[config.mk]
export PLATFORM = sky130hd
export DESIGN_NAME = dsadc_sched
export DESIGN_NICKNAME = d
export VERILOG_FILES = /design/src/rtl/dsadc_sched_pkg.sv /design/src/rtl/dsadc_chpick.sv /design/src/rtl/dsadc_sched.sv
export SDC_FILE = /design/constraint.sdc
export NUM_CORES = 1
export LEC_CHECK = 0
export CAP_MARGIN = 20
export CELL_PAD_IN_SITES_DETAIL_PLACEMENT = 0
export CELL_PAD_IN_SITES_GLOBAL_PLACEMENT = 2
export CORE_AREA = 2 2 88 153
export CTS_CLUSTER_DIAMETER = 60
export DETAILED_ROUTE_END_ITERATION = 7
export DIE_AREA = 0 0 90 155
export GPL_TIMING_DRIVEN = 0
export PLACE_DENSITY = 0.9
export SLEW_MARGIN = 30
export SYNTH_ARGS = -nofsm -noshare
export SYNTH_HDL_FRONTEND = slang
export SYNTH_HIERARCHICAL = 1
export SYNTH_SLANG_ARGS = --single-unit
export TNS_END_PERCENT = 20
[constraint.sdc]
create_clock -name clk -period 4.95 [get_ports clk]
set_input_delay 0.7425 -clock clk [delete_from_list [all_inputs] [get_ports clk]]
set_output_delay 0.7425 -clock clk [all_outputs]
set_load 0.03 [all_outputs]
[src/rtl/dsadc_sched_pkg.sv]
// Shared types and widths for the delta-sigma ADC conversion scheduler.
package dsadc_sched_pkg;
  localparam int ADC_W    = 16;
  localparam int DIV_W    = 5;
  localparam int SETTLE_W = 8;

  typedef enum logic [2:0] {
    ST_IDLE   = 3'd0,
    ST_SEL    = 3'd1,
    ST_SETTLE = 3'd2,
    ST_CONV   = 3'd3,
    ST_STORE  = 3'd4,
    ST_NEXT   = 3'd5
  } state_t;
endpackage

[src/rtl/dsadc_chpick.sv]
// Priority finder: lowest set mask bit, either anywhere or strictly above cur.
module dsadc_chpick #(
  parameter int NCH = 4,
  parameter int CHW = 2
) (
  input  logic [NCH-1:0] mask,
  input  logic [CHW-1:0] cur,
  input  logic           from_bottom,
  output logic [CHW-1:0] next_ch,
  output logic           found
);
  // Scan downward so the lowest qualifying bit is the last one written.
  always_comb begin
    next_ch = '0;
    found   = 1'b0;
    for (int i = NCH - 1; i >= 0; i--) begin
      if (mask[i] && (from_bottom || (i > int'(cur)))) begin
        next_ch = CHW'(i);
        found   = 1'b1;
      end else begin
        next_ch = next_ch;
        found   = found;
      end
    end
  end
endmodule

[src/rtl/dsadc_sched.sv]
// Time-shares one delta-sigma ADC core across NCH muxed inputs and keeps
// a per-channel result register file with fresh flags.
module dsadc_sched
  import dsadc_sched_pkg::*;
#(
  parameter int NCH = 4,
  parameter int CHW = $clog2(NCH)
) (
  input  logic                clk,
  input  logic                rst_n,
  input  logic                start,
  input  logic                continuous,
  input  logic [NCH-1:0]      ch_mask,
  input  logic [DIV_W-1:0]    divider_cfg,
  input  logic [SETTLE_W-1:0] settle_cycles,
  output logic                adc_rst,
  output logic [DIV_W-1:0]    adc_divider,
  output logic [CHW-1:0]      adc_sel,
  input  logic [ADC_W-1:0]    adc_val,
  input  logic                adc_valid,
  input  logic [CHW-1:0]      rd_ch,
  input  logic                rd_strobe,
  output logic [ADC_W-1:0]    rd_val,
  output logic [NCH-1:0]      fresh,
  output logic                busy,
  output logic                done
);
  state_t              state_r;
  logic [CHW-1:0]      ch_r;
  logic [NCH-1:0]      mask_r;
  logic [DIV_W-1:0]    div_r;
  logic [SETTLE_W-1:0] settle_r;
  logic [SETTLE_W-1:0] cnt_r;
  logic [ADC_W-1:0]    result_r [NCH];

  logic [CHW-1:0]      first_ch_s;
  logic [CHW-1:0]      next_ch_s;
  logic                first_found_s;
  logic                next_found_s;
  logic                capture_s;
  logic [NCH-1:0]      set_s;
  logic [NCH-1:0]      clr_s;

  // First channel comes straight from the live inputs so a continuous reload
  // in NEXT can pick it in the same cycle as the end-of-sweep search.
  dsadc_chpick #(.NCH(NCH), .CHW(CHW)) u_pick_first (
    .mask        (ch_mask),
    .cur         ('0),
    .from_bottom (1'b1),
    .next_ch     (first_ch_s),
    .found       (first_found_s)
  );

  dsadc_chpick #(.NCH(NCH), .CHW(CHW)) u_pick_next (
    .mask        (mask_r),
    .cur         (ch_r),
    .from_bottom (1'b0),
    .next_ch     (next_ch_s),
    .found       (next_found_s)
  );

  assign capture_s = (state_r == ST_CONV) && adc_valid;
  assign set_s     = capture_s ? ({{(NCH-1){1'b0}}, 1'b1} << ch_r) : '0;
  assign clr_s     = rd_strobe ? ({{(NCH-1){1'b0}}, 1'b1} << rd_ch) : '0;

  // Sequencer: mux select, settle, convert, capture, advance.
  always_ff @(posedge clk or negedge rst_n) begin
    if (!rst_n) begin
      state_r     <= ST_IDLE;
      ch_r        <= '0;
      mask_r      <= '0;
      div_r       <= '0;
      settle_r    <= '0;
      cnt_r       <= '0;
      adc_rst     <= 1'b1;
      adc_divider <= '0;
      adc_sel     <= '0;
      busy        <= 1'b0;
      done        <= 1'b0;
    end else begin
      done <= 1'b0;
      case (state_r)
        ST_IDLE: begin
          adc_rst <= 1'b1;
          if ((start || continuous) && first_found_s) begin
            mask_r   <= ch_mask;
            div_r    <= divider_cfg;
            settle_r <= settle_cycles;
            ch_r     <= first_ch_s;
            busy     <= 1'b1;
            state_r  <= ST_SEL;
          end
        end
        ST_SEL: begin
          adc_sel     <= ch_r;
          adc_divider <= div_r;
          cnt_r       <= settle_r;
          state_r     <= ST_SETTLE;
        end
        ST_SETTLE: begin
          if (cnt_r == '0) begin
            adc_rst <= 1'b0;
            state_r <= ST_CONV;
          end else begin
            cnt_r <= cnt_r - SETTLE_W'(1);
          end
        end
        ST_CONV: begin
          if (adc_valid) begin
            adc_rst <= 1'b1;
            state_r <= ST_STORE;
          end
        end
        // One idle cycle lets the core's sticky valid fall after adc_rst.
        ST_STORE: state_r <= ST_NEXT;
        ST_NEXT: begin
          if (next_found_s) begin
            ch_r    <= next_ch_s;
            state_r <= ST_SEL;
          end else begin
            done <= 1'b1;
            if (continuous && first_found_s) begin
              mask_r   <= ch_mask;
              div_r    <= divider_cfg;
              settle_r <= settle_cycles;
              ch_r     <= first_ch_s;
              state_r  <= ST_SEL;
            end else begin
              busy    <= 1'b0;
              state_r <= ST_IDLE;
            end
          end
        end
        default: begin
          adc_rst <= 1'b1;
          busy    <= 1'b0;
          state_r <= ST_IDLE;
        end
      endcase
    end
  end

  // Result register file; written once per conversion.
  always_ff @(posedge clk or negedge rst_n) begin
    if (!rst_n) begin
      for (int i = 0; i < NCH; i++) result_r[i] <= '0;
    end else if (capture_s) begin
      result_r[ch_r] <= adc_val;
    end
  end

  // Fresh flags: a capture outranks a same-cycle read acknowledge.
  always_ff @(posedge clk or negedge rst_n) begin
    if (!rst_n) begin
      fresh <= '0;
    end else begin
      fresh <= (fresh & ~clr_s) | set_s;
    end
  end

  // Read port.
  always_comb begin
    if (int'(rd_ch) < NCH) begin
      rd_val = result_r[rd_ch];
    end else begin
      rd_val = '0;
    end
  end
endmodule

==> run summary <==
Worst-case clock buffer depth = 2
Nets = 523
Cell Area, Placed = 6077 sq um
Type of the worst setup path = in2out
GR Layer Usage met1 = 18.40%
Num ports = 71
Dpl cells = 640
Fraction of registers with async set/reset = 100.0%
PnR worst setup slack = 0.9041 ns
Clock skew = 0.004652 ns
# DRC = 0
Clock tree root driver cell = clkbuf_16
N_diodes = 0
Syn Std Cell Area = 5087 sq um
CTS Hold Bufs = 0
Area Growth Syn to Fin = 24.91%
Largest net degree at the start of global routing = 72
Die Span Y = 155 microns
Placement Setup Slack = 0.8483 ns
Grt peak-use layer = met2
Placeable Area = 12,800 sq um
Distinct cells, synth = 54
R2r setup slk = 2.48 ns
Initial antenna violation count = 0
Final setup vio count = 0
Yosys synthesis warning count = 6
Seq/Total Area, Yosys = 53.15%
Row count = 55
Design Power = 3.916 mW
Setup bufs post-CTS = 0
Final cell count without fillers = 656
Die width = 90 microns
Initial DRC count = 90
Syn_area_per_cell = 13.25 sq um
Met3 Usage GRT = 3.584%
Worst skew pair latency = 0.34 ns
Pleak = 2.798 nW
Worst slew pin tran = 0.7855 ns
TritonRoute pass-1 iters = 6
Layout fillers = 1,152
Met2 usage = 29.61%
Inserted Clock Buffers = 9
Routability congestion estimate from global placement = 0.7994
Post-route cell area = 6355 sq um
Clock Pin Slew Worst Setup and Hold Paths = 0.07 ns
Most common cell after layout, fill and taps aside = dfrtp_1
Status = finished, final reports clean
# clock sinks = 108
Most frequent cells in the layout = dfrtp_1, mux2_2, clkdlybuf4s50_1
CP required = 4.21 ns
Vias in the first global route = 3,533
CP Launch Type = primary input
Die area = 13,950 sq um
Tmin final = 4.046 ns
Max VDD drop = 238.9 uV
Post_cts resized = 0
Worst slew margin = 47.52%
Arrival @ worst endpoint = 3.30 ns
Share of cells above drive strength 1 = 27.63%
Number of synthesized flops with an enable pin = 0
Worst-path maximum fanout = 10
CTS tree = done
Power per Cell Area = 616.2 nW/um^2
Predominant post-synthesis flop cell = dfrtp_1
H-tree levels = 3
F_max = 0.2472 GHz
First-pass GRT wire length = 17,750 microns
CP endpoint kind = output pin
Total track usage = 16.21%
Drt total wl = 10,780 microns
Total negative slack = 0 ns
Wire per inst = 16.43 microns
DP HPWL = 7791 microns
Final hold viol count = 0
Max Cap Viol = 0
Synthesized flop and latch total = 108
Antenna-violating nets left = 0
Final period utilization = 81.74%
Cells after Synth = 384
IO Port Bufs = 69
Hold Path Class = in2async
RSZ-0062 raised after global routing = no
Routed vias = 3,357
Global route total overflow = 0
Via density = 5.117
Starting Density = 39.75%
Max Slew Vio Count = 0
## layout make-up
type / count / area (sq um) / share of cell area [%]
Inverter: 11 / 41.29 / 0.6497
Sequential cell: 108 / 2704 / 42.55
Multi-Input combinational cell: 263 / 2296 / 36.13
Timing Repair Buffer: 70 / 719.4 / 11.32
Clock inverter: 6 / 38.79 / 0.6104
Tap cell: 171 / 214.0 / 3.367
Buffer: 17 / 102.6 / 1.614
Clock buffer: 10 / 239.0 / 3.761
## critical path, stage by stage
cell,delay [ns]
clkdlybuf4s50_1,0.47
clkbuf_1,0.48
buf_1,0.58
mux4_2,0.41
clkdlybuf4s50_1,0.61
## where the power goes
| part | internal (mW) | switching, mW | leakage, nW |
|---|---|---|---|
| clock network | 0.354 | 0.321 | 0.135 |
| registers | 1.30 | 0.252 | 1.33 |
| logic | 0.873 | 0.814 | 1.33 |
## final timing paths
kind	start	endpoint	depth (start not counted)
max	rd_ch[1]	rd_val[9]	5
min	rst_n	result_r[13]	1
max reg2reg	ch_r[1]	div_r[3]	7
min reg2reg	div_r[2]	adc_divider[2]	2
max in group asynchronous	rst_n	result_r[19]	2
min in group clk	div_r[2]	adc_divider[2]	2
## registers in the layout (all words and copies together), names as in the netlist
| signal | flops |
|---|---|
| fresh | 4 |
| busy | 1 |
| mask_r | 4 |
| adc_rst | 1 |
| ch_r | 2 |
| adc_divider | 5 |
| settle_r | 8 |
| state_r | 3 |
| div_r | 5 |
| done | 1 |
| result_r | 64 |
| adc_sel | 2 |
| cnt_r | 8 |
## cells by family (layout without fill, tap and decap cells)
logic type               count (synthesis)  count (layout)  synth area share [%]
other                                    2              17                0.1476
flip-flops                             108             108                 53.15
adder cells (fa/ha/maj)                  2               2                0.4918
multiplexers                           104             104                 26.46
AO/OA/AOI/OAI                           50              50                 7.207
AND/OR/NAND/NOR                         90              90                 9.715
buffers and inverters                   28             114                 2.828
## cell usage after synthesis (all sizes together) (2+ instances only)
| cell type | n | area share, % |
|---|---|---|
| a22o | 3 | 0.52 |
| inv | 11 | 0.81 |
| clkbuf | 5 | 0.37 |
| o21ai | 15 | 1.8 |
| a2bb2oi | 2 | 0.34 |
| o21ba | 2 | 0.39 |
| mux2 | 84 | 19 |
| nor2 | 19 | 1.4 |
| a221o | 3 | 0.59 |
| nor3 | 13 | 1.8 |
| a211o | 2 | 0.34 |
| nand2b | 4 | 0.49 |
| ha | 2 | 0.49 |
| nor2b | 2 | 0.25 |
| dfrtp | 107 | 53 |
| nand2 | 34 | 2.6 |
| a41oi | 2 | 0.49 |
| or3b | 2 | 0.34 |
| mux4 | 16 | 7.1 |
| nor3b | 3 | 0.76 |
| a21oi | 11 | 1.1 |
| buf | 12 | 1.6 |
| conb | 2 | 0.15 |
| mux2i | 4 | 0.79 |
| a211oi | 2 | 0.30 |
| nand4b | 2 | 0.64 |
| and3 | 5 | 0.61 |
| nand3 | 2 | 0.20 |
| o221a | 2 | 0.44 |
## per-layer routing
metal  share of wire (%)  vias to the layer above  wire length (microns)
met5                   0                        -                      0
met4                 2.2                        0                    235
met3                 3.2                       17                    350
met2                  54                       73                   5818
met1                  41                     1688                   4374
li1                    -                     1579                      -
## stage by stage
step | util (%) | hold WS, ns
finish | 49.65 | 0.2810
global route | 49.65 | 0.2989
CTS | 49.65 | 0.2909
detailed placement | 47.48 | 0.4582
global placement | 47.25 | 0.4482
floorplan | - | 0.4331
No activity file was read; power rests on OpenSTA's default activity.
